$ cat src/rtl/target_if.sv
// Bundle between the snake datapath and the target generator: head position in,
// placed target and hit pulse out.
interface target_if #(
  parameter int X_WIDTH = 8,
  parameter int Y_WIDTH = 7
);
  logic               GAME_ACTIVE;
  logic [X_WIDTH-1:0] HEAD_X;
  logic [Y_WIDTH-1:0] HEAD_Y;
  logic [X_WIDTH-1:0] TARGET_X;
  logic [Y_WIDTH-1:0] TARGET_Y;
  logic               TARGET_VALID;
  logic               REACHED_TARGET;

  modport master (
    output GAME_ACTIVE, HEAD_X, HEAD_Y,
    input  TARGET_X, TARGET_Y, TARGET_VALID, REACHED_TARGET
  );

  modport slave (
    input  GAME_ACTIVE, HEAD_X, HEAD_Y,
    output TARGET_X, TARGET_Y, TARGET_VALID, REACHED_TARGET
  );
endinterface

$ cat src/rtl/target_generator.sv
// Food target placement for the snake game: free-running LFSRs propose candidates,
// the first in-bounds one not under the head is latched, and a head hit pulses once.
module target_generator #(
  parameter int                 X_WIDTH = 8,
  parameter int                 Y_WIDTH = 7,
  parameter int                 X_MAX   = 159,
  parameter int                 Y_MAX   = 119,
  parameter logic [X_WIDTH-1:0] SEED_X  = 8'hA5,
  parameter logic [Y_WIDTH-1:0] SEED_Y  = 7'h3C
) (
  input  logic     CLK,
  input  logic     RESET,
  target_if.slave  bus
);

  localparam logic [X_WIDTH-1:0] X_LIM = X_WIDTH'(X_MAX);
  localparam logic [Y_WIDTH-1:0] Y_LIM = Y_WIDTH'(Y_MAX);

  typedef enum logic [1:0] {IDLE, PLACE, ARMED} state_e;

  state_e             state_q, state_d;
  logic [X_WIDTH-1:0] lfsr_x_q, lfsr_x_d;
  logic [Y_WIDTH-1:0] lfsr_y_q, lfsr_y_d;
  logic [X_WIDTH-1:0] tgt_x_q, tgt_x_d;
  logic [Y_WIDTH-1:0] tgt_y_q, tgt_y_d;
  logic               valid_q, valid_d;
  logic               reached_q, reached_d;
  logic               cand_ok;
  logic               head_hit;

  // Fibonacci LFSRs: x taps 8,6,5,4 and y taps 7,6, both maximal length.
  assign lfsr_x_d = {lfsr_x_q[X_WIDTH-2:0],
                     lfsr_x_q[7] ^ lfsr_x_q[5] ^ lfsr_x_q[4] ^ lfsr_x_q[3]};
  assign lfsr_y_d = {lfsr_y_q[Y_WIDTH-2:0], lfsr_y_q[6] ^ lfsr_y_q[5]};

  assign cand_ok  = (lfsr_x_q <= X_LIM) && (lfsr_y_q <= Y_LIM) &&
                    !((lfsr_x_q == bus.HEAD_X) && (lfsr_y_q == bus.HEAD_Y));
  assign head_hit = (bus.HEAD_X == tgt_x_q) && (bus.HEAD_Y == tgt_y_q);

  always_comb begin
    state_d   = state_q;
    tgt_x_d   = tgt_x_q;
    tgt_y_d   = tgt_y_q;
    valid_d   = valid_q;
    reached_d = 1'b0;
    case (state_q)
      IDLE: begin
        if (bus.GAME_ACTIVE) begin
          state_d = PLACE;
          valid_d = 1'b0;
        end
      end
      PLACE: begin
        if (!bus.GAME_ACTIVE) begin
          state_d = IDLE;
        end else if (cand_ok) begin
          tgt_x_d = lfsr_x_q;
          tgt_y_d = lfsr_y_q;
          valid_d = 1'b1;
          state_d = ARMED;
        end
      end
      ARMED: begin
        // Leaving play wins over a coincident hit, so no pulse is issued then.
        if (!bus.GAME_ACTIVE) begin
          state_d = IDLE;
        end else if (head_hit) begin
          reached_d = 1'b1;
          valid_d   = 1'b0;
          state_d   = PLACE;
        end
      end
      default: state_d = IDLE;
    endcase
  end

  always_ff @(posedge CLK) begin
    if (RESET) begin
      state_q   <= IDLE;
      lfsr_x_q  <= SEED_X;
      lfsr_y_q  <= SEED_Y;
      tgt_x_q   <= '0;
      tgt_y_q   <= '0;
      valid_q   <= 1'b0;
      reached_q <= 1'b0;
    end else begin
      state_q   <= state_d;
      lfsr_x_q  <= lfsr_x_d;
      lfsr_y_q  <= lfsr_y_d;
      tgt_x_q   <= tgt_x_d;
      tgt_y_q   <= tgt_y_d;
      valid_q   <= valid_d;
      reached_q <= reached_d;
    end
  end

  assign bus.TARGET_X       = tgt_x_q;
  assign bus.TARGET_Y       = tgt_y_q;
  assign bus.TARGET_VALID   = valid_q;
  assign bus.REACHED_TARGET = reached_q;

endmodule

$ cat src/flat_wrapper.sv
// flat-port wrapper written by rule: the top's interface ports become plain ports
module target_generator_flat 
#(
  parameter int                 X_WIDTH = 8,
  parameter int                 Y_WIDTH = 7,
  parameter int                 X_MAX   = 159,
  parameter int                 Y_MAX   = 119,
  parameter logic [X_WIDTH-1:0] SEED_X  = 8'hA5,
  parameter logic [Y_WIDTH-1:0] SEED_Y  = 7'h3C
)
  (CLK, RESET, bus_GAME_ACTIVE, bus_HEAD_X, bus_HEAD_Y, bus_TARGET_X, bus_TARGET_Y, bus_TARGET_VALID, bus_REACHED_TARGET);
  target_if #(.X_WIDTH(X_WIDTH), .Y_WIDTH(Y_WIDTH)) bus_i ();
  input  logic CLK;
  input  logic RESET;
  input wire logic [$bits(bus_i.GAME_ACTIVE)-1:0] bus_GAME_ACTIVE;
  input wire logic [$bits(bus_i.HEAD_X)-1:0] bus_HEAD_X;
  input wire logic [$bits(bus_i.HEAD_Y)-1:0] bus_HEAD_Y;
  output wire logic [$bits(bus_i.TARGET_X)-1:0] bus_TARGET_X;
  output wire logic [$bits(bus_i.TARGET_Y)-1:0] bus_TARGET_Y;
  output wire logic [$bits(bus_i.TARGET_VALID)-1:0] bus_TARGET_VALID;
  output wire logic [$bits(bus_i.REACHED_TARGET)-1:0] bus_REACHED_TARGET;
  assign bus_i.GAME_ACTIVE = bus_GAME_ACTIVE;
  assign bus_i.HEAD_X = bus_HEAD_X;
  assign bus_i.HEAD_Y = bus_HEAD_Y;
  assign bus_TARGET_X = bus_i.TARGET_X;
  assign bus_TARGET_Y = bus_i.TARGET_Y;
  assign bus_TARGET_VALID = bus_i.TARGET_VALID;
  assign bus_REACHED_TARGET = bus_i.REACHED_TARGET;
  target_generator #(.X_WIDTH(X_WIDTH), .Y_WIDTH(Y_WIDTH), .X_MAX(X_MAX), .Y_MAX(Y_MAX), .SEED_X(SEED_X), .SEED_Y(SEED_Y)) u_core (.CLK(CLK), .RESET(RESET), .bus(bus_i));
endmodule
$ cat config.mk
export PLATFORM = sky130hd
export DESIGN_NAME = target_generator_flat
export DESIGN_NICKNAME = d
export VERILOG_FILES = /design/src/rtl/target_if.sv /design/src/rtl/target_generator.sv /design/src/flat_wrapper.sv
export SDC_FILE = /design/constraint.sdc
export NUM_CORES = 1
export LEC_CHECK = 0
export BUFFER_PORTS_ARGS = -buffer_cell sky130_fd_sc_hd__buf_2
export CORE_ASPECT_RATIO = 1.2
export CORE_MARGIN = 3
export CORE_UTILIZATION = 35
export CTS_CLUSTER_DIAMETER = 30
export DETAILED_ROUTE_END_ITERATION = 7
export PLACE_DENSITY = 0.62
export SYNTH_ARGS = -nofsm -noshare
export SYNTH_HDL_FRONTEND = slang
export SYNTH_SLANG_ARGS = --single-unit
$ cat constraint.sdc
create_clock -name CLK -period 2 [get_ports CLK]
set_input_delay 0.4 -clock CLK [delete_from_list [all_inputs] [get_ports CLK]]
set_output_delay 0.4 -clock CLK [all_outputs]
set_load 0.01 [all_outputs]
# ---- After elaboration in Yosys (flattened, before gate mapping)
# Index checks and enable logic that the tools add are counted.
dict set report word_totals {
  mem_bits_rw 0
  wordCells 52
  romBits 0
  mem_count 0
  reg_bits 34
  latchBits 0
}
dict set report op_classes {
  shift 0
  div 0
  multipliers 0
  bitwise 6
  n_lt_le_gt_ge 2
  n_reduce_logical 11
  eq_ne 13
  addsub 0
  n_mux 13
}
# operator n
set ops {}
lappend ops {{$eq A8 B8 Y1} 2}
lappend ops {{$eq A7 B7 Y1} 2}
lappend ops {{$mux W2} 5}
lappend ops {{$le A8 B8 Y1 const B} 1}
lappend ops {{$le A7 B7 Y1 const B} 1}
lappend ops {{$mux W1} 6}
lappend ops {{$ne A2 B2 Y1 const B} 3}
lappend ops {{$ne A3 B2 Y1 const B} 2}
lappend ops {{$pmux W2 S3} 1}
lappend ops {{$reduce_and A3 Y1} 2}
lappend ops {{$reduce_and A6 Y1} 1}
lappend ops {{$logic_and A1 B1 Y1} 4}
lappend ops {{$ne A2 B1 Y1 const B} 2}
lappend ops {{$xor A1 B1 Y1} 4}
lappend ops {{$pmux W1 S3} 1}
lappend ops {{$reduce_bool A3 Y1} 1}
lappend ops {{$reduce_or A3 Y1} 1}
lappend ops {{$eq A2 B1 Y1 const B} 1}
lappend ops {{$eq A2 B2 Y1 const B} 1}
lappend ops {{$logic_not A2 Y1} 1}
lappend ops {{$not A1 Y1} 2}
lappend ops {{$logic_not A1 Y1} 1}

# ---- Depth between registers and ports, before layout
dict set report depth {
  word_depth 7
  ltp_mapped 6
}

# ---- Worst setup path before layout
# No wires, ideal clock.
dict set report synth_timing {
  path_type {input port to flip-flop}
  from {in bus_HEAD_X[4]}
  to {reg u_core.tgt_y_q[0] (netlist: u_core.bus.TARGET_Y[0])}
  cell_stages 6
  slack_ns 0.437
  path_buffers 1
  t_arrival_ns 1.496
  cell_sequence {xor2_1 > nor4_4 > nand4_4 > and2_4 > buf_6 > o21ai_2}
}
dict set report synth_between {
  elab_chain_cells 5
}
# element line
set synth_rtl {}
lappend synth_rtl {{start: declaration} flat_wrapper.sv:16} ;# input wire logic [$bits(bus_i.HEAD_X)-1:0] bus_HEAD_X;
lappend synth_rtl {{$eq A8 B8 Y1} target_generator.sv:37} ;# !((lfsr_x_q == bus.HEAD_X) && (lfsr_y_q == bus.HEAD_Y));
lappend synth_rtl {{$logic_and A1 B1 Y1} target_generator.sv:37}
lappend synth_rtl {{$logic_not A1 Y1} target_generator.sv:37}
lappend synth_rtl {{$logic_and A1 B1 Y1} target_generator.sv:36} ;# assign cand_ok = (lfsr_x_q <= X_LIM) && (lfsr_y_q <= Y_LIM) &&
lappend synth_rtl {{$reduce_and A3 Y1 (no line)} -}
lappend synth_rtl {{end signal: assignment} target_generator.sv:91} ;# tgt_y_q <= tgt_y_d;
lappend synth_rtl {{end: declaration} target_generator.sv:25} ;# logic [Y_WIDTH-1:0] tgt_y_q, tgt_y_d;
# No other way between the ends.
# A chain may end at the register's enable or synchronous reset.

# ---- Worst setup path in the final report
dict set report layout_timing {
  from {reg u_core.lfsr_y_q[6]}
  to {reg u_core.tgt_y_q[3] (netlist: u_core.bus.TARGET_Y[3])}
}
dict set report layout_between {
  elab_chain_cells 5
  elab_cells_between_ends 7
}
# element line
set layout_rtl {}
lappend layout_rtl {{start: declaration} target_generator.sv:23} ;# logic [Y_WIDTH-1:0] lfsr_y_q, lfsr_y_d;
lappend layout_rtl {{start signal: assignment} target_generator.sv:89} ;# lfsr_y_q <= lfsr_y_d;
lappend layout_rtl {{branches (longest 3 deep; another with $le A7 B7 Y1)} -}
lappend layout_rtl {{$logic_and A1 B1 Y1 *} target_generator.sv:36}
lappend layout_rtl {{$reduce_and A3 Y1 (no line) *} -}
# Every way passes the cells marked *.

==> parameters.txt <==
Parameter                              Value

CTS
  TritonCTS buffer count    5
  # H-tree levels    2
  Clock Latency Late Sink    a little under 0.3 ns
  Clock transition at the register clock pins on the worst setup and hold paths after CTS    about 0.06 ns
  Clk buf depth    2
  Setup repair bufs after CTS    0
  Clock Sink Count    34
  Number of instances resized during post-cts repair    0
  CTS tree    done
  Hold-fix buffer count after cts    0
  Clock tree root buffer cell    sky130_fd_sc_hd__clkbuf_8

Final layout
  Combined area of the multi-input logic cells    between 900 and 1000 sq um
  Share of layout cells above drive strength 1    32.5%
  Final cell count without fillers    ~260
  N_diodes    0
  Cell area after layout    1950 sq um
  Sequential cell area    between 600 and 700 sq um
  Fill cell instance count of the final layout    approximately 470
  Area grow syn2layout    18.8%
  Number of nets at the end of the flow    223

Worst setup path
  Data arrival time at the worst-slack endpoint    1.95 ns
  Launching element type of the critical path    flop
  Critical Path Fanout Max    16
  Critical path required time    around 2.2 ns
  Slowest Stage Delay on Critical Path    0.36 ns
  Endpoint class of the critical path    flop
  Series of cell instances along the critical path    xor2_1 -> nor4_4 -> nand4_4 -> and2_4 -> o21ai_0
  Critical setup path kind    reg -> reg
  Path depth of the worst reg2reg path    5
  Master of the slowest instance on the critical path    sky130_fd_sc_hd__dfxtp_1

Timing
  Period utilisation layout    around 87%
  Maximum clock frequency    574 MHz
  Total negative slack    0 ns
  Min Tclk post-route    1.74 ns
  Slew HR    roughly three fifths
  Number of max-slew violations in the final report    0
  Setup repair after global routing missed its margin    false
  Hold violation total from the final report    0
  Fin Clk Skew    around 0.0046 ns
  Worst-Margin Slew    between 0.5 and 0.6 ns
  Final setup viols    0
  Fin worst setup slack    0.258 ns

Synth
  Yosys top cell by area    sky130_fd_sc_hd__dfxtp_1
  Largest cells by area after synthesis    sky130_fd_sc_hd__dfxtp_1 41%, sky130_fd_sc_hd__xor2_1 17%, sky130_fd_sc_hd__o21ai_2 5.3%
  Yosys warns    0
  Synthesized flop and latch total    34
  Area share of the largest cell type after synthesis    41.5%
  Cell variety after synth    29
  Cell count after synthesis    roughly 170
  Mean cell area of the mapped netlist    9.83 sq um
  Synthesized Nets    roughly 190
  Summed instance area of the synthesized netlist    1640 sq um
  Share of synthesized area occupied by flip-flops and latches    41.5%

Floorplanning
  I/O pin count    35
  Die Wd    just under 70 um
  Initial Util    a little under two fifths
  Die area    about 5600 sq um
  Die Span Y    ~80 um
  Standard-cell row count    26
  Core Area    4390 sq um

Placement
  Final RePlAce weighted congestion    0.742
  Placed Cells incl. Taps    253
  PortBufs    34
  Placed cell area    approximately 1900 sq um
  Final HPWL DP    about 2800 um
  Worst slack after detailed placement    roughly 0.11 ns

GRT
  Number of antenna violations at the first check in global routing    0
  Global-route wire length before repair    between 5000 and 6000 um
  Total congestion overflow after global routing    0
  Total track usage    14.8%
  Pin count of the biggest net entering global routing    24
  Number of global-route vias before repair    about 1.2k

Routing
  Post-DR vias/cell    approximately 5
  Post-route DRC violation count    0
  Count of TritonRoute iterations in the first routing pass    5
  Detailed router's first-iteration violation count    98
  Total via count in the routed design    approximately 1.3k
  ANT nets after route    0
  Final routed wirelength across all metal layers    roughly 3700 um
  Post-detailed-route wirelength per cell    14.2 um

Power
  Power Density    about 730 nW/um^2
  Reported leakage power    around 0.85 nW
  Max VDD drop    0.358 mV

Min path
  Cells on Worst Hold Path    2
  Worst min-delay path category    in -> reg

Run
  Max Cap Violations    0

Status
  Run status    finished clean
where the power goes:
part           leakage [nW]  internal (mW)  switching (mW)
Sequential            0.279          0.710          0.0343
Combinational         0.526         0.0833           0.106
Clock                0.0431          0.265           0.230
critical path, delay by kind of cell (launching register included):
| kind | cells | cell delay, ns |
|---|---|---|
| AND/OR/NAND/NOR | 3 | 0.93 |
| flip-flops | 1 | 0.36 |
| AO/OA/AOI/OAI | 1 | 0.17 |
| XOR/XNOR | 1 | 0.20 |
Yosys cell counts:
master / instances
sky130_fd_sc_hd__a21oi_1: 2
sky130_fd_sc_hd__a221oi_1: 1
sky130_fd_sc_hd__a31oi_1: 1
sky130_fd_sc_hd__a31oi_4: 1
sky130_fd_sc_hd__a41o_1: 1
sky130_fd_sc_hd__and2_4: 1
sky130_fd_sc_hd__buf_2: 2
sky130_fd_sc_hd__buf_6: 1
sky130_fd_sc_hd__clkbuf_1: 4
sky130_fd_sc_hd__dfxtp_1: 34
sky130_fd_sc_hd__ha_1: 1
sky130_fd_sc_hd__inv_1: 2
sky130_fd_sc_hd__nand2_1: 17
sky130_fd_sc_hd__nand2b_1: 3
sky130_fd_sc_hd__nand3_1: 9
sky130_fd_sc_hd__nand4_1: 8
sky130_fd_sc_hd__nand4_4: 1
sky130_fd_sc_hd__nand4b_1: 3
sky130_fd_sc_hd__nor2b_1: 9
sky130_fd_sc_hd__nor3_1: 3
sky130_fd_sc_hd__nor4_1: 3
sky130_fd_sc_hd__nor4_4: 3
sky130_fd_sc_hd__o211a_1: 1
sky130_fd_sc_hd__o21ai_0: 3
sky130_fd_sc_hd__o21ai_1: 3
sky130_fd_sc_hd__o21ai_2: 10
sky130_fd_sc_hd__or2_2: 7
sky130_fd_sc_hd__xnor2_1: 1
sky130_fd_sc_hd__xor2_1: 32
per-layer routing:
layer	global-route usage (%)	vias to the layer above	part of all wire (%)	wire [um]
li1	-	649	-	-
met5	0	-	0	0
met4	6.96	0	2.3	83
met3	4.29	12	5.7	209
met2	23.3	39	48	1770
met1	18.2	597	44	1620
cell families (layout without fill, tap and decap cells):
logic type               after synthesis  in the layout  synth area share, %
adder cells (fa/ha/maj)                1              1                0.762
AND/OR/NAND/NOR                       67             67                 26.3
XOR/XNOR                              33             33                 17.6
flip-flops                            34             34                 41.5
AO/OA/AOI/OAI                         23             23                 11.2
buffers and inverters                  9             45                 2.67
sequential cells by signal, indices dropped and copies added (netlist names):
register and count:
u_core.lfsr_y_q 7, u_core.state_q 2, u_core.bus.REACHED_TARGET 1, u_core.bus.TARGET_VALID 1, u_core.bus.TARGET_Y 7, u_core.lfsr_x_q 8, u_core.bus.TARGET_X 8
final timing paths:
kind / slack, ns / startpoint / end
max: 0.26 / u_core.lfsr_y_q[6] / u_core.bus.TARGET_Y[3]
min: 0.37 / bus_GAME_ACTIVE / u_core.state_q[0]
max reg2reg: 0.26 / u_core.lfsr_y_q[6] / u_core.bus.TARGET_Y[3]
min reg2reg: 0.47 / u_core.bus.TARGET_VALID / u_core.bus.TARGET_VALID
through the flow:
stage / power (mW) / hold slack [ns] / util [%]
after global routing: 1.50 / 0.367 / 44.4
after floorplan: 0.884 / 0.462 / -
after detailed placement: 0.951 / 0.463 / 42.5
after CTS: 1.44 / 0.368 / 44.4
after global placement: 0.950 / 0.454 / 42.5
final: 1.43 / 0.372 / 44.4
layout by cell type (no fill, tap or decap):
cell,n
sky130_fd_sc_hd__o21ai_1,3
sky130_fd_sc_hd__nand4b_1,3
sky130_fd_sc_hd__xor2_1,32
sky130_fd_sc_hd__buf_2,34
sky130_fd_sc_hd__ha_1,1
sky130_fd_sc_hd__nand4_4,1
sky130_fd_sc_hd__nor2b_1,9
sky130_fd_sc_hd__o21ai_2,10
sky130_fd_sc_hd__o21ai_0,3
sky130_fd_sc_hd__inv_1,2
sky130_fd_sc_hd__a21oi_1,2
sky130_fd_sc_hd__a31oi_4,1
sky130_fd_sc_hd__nand2_1,17
sky130_fd_sc_hd__nand4_1,8
sky130_fd_sc_hd__nand3_1,9
sky130_fd_sc_hd__or2_2,7
sky130_fd_sc_hd__a221oi_1,1
sky130_fd_sc_hd__a41o_1,1
sky130_fd_sc_hd__a31oi_1,1
sky130_fd_sc_hd__and2_4,1
sky130_fd_sc_hd__nor4_4,3
sky130_fd_sc_hd__buf_4,3
sky130_fd_sc_hd__nand2b_1,3
sky130_fd_sc_hd__nor3_1,3
sky130_fd_sc_hd__o211a_1,1
sky130_fd_sc_hd__nor4_1,3
sky130_fd_sc_hd__xnor2_1,1
sky130_fd_sc_hd__dfxtp_1,34
sky130_fd_sc_hd__clkbuf_8,6
final cells by class:
class | count | share of cell area, %
Multi-Input combinational cell | 124 | 47.0
Sequential cell | 34 | 34.9
Timing Repair Buffer | 37 | 9.88
Clock buffer | 6 | 4.23
Tap cell | 56 | 3.59
Inverter | 2 | 0.385
Note: power is estimated with default switching activity, not from simulation.
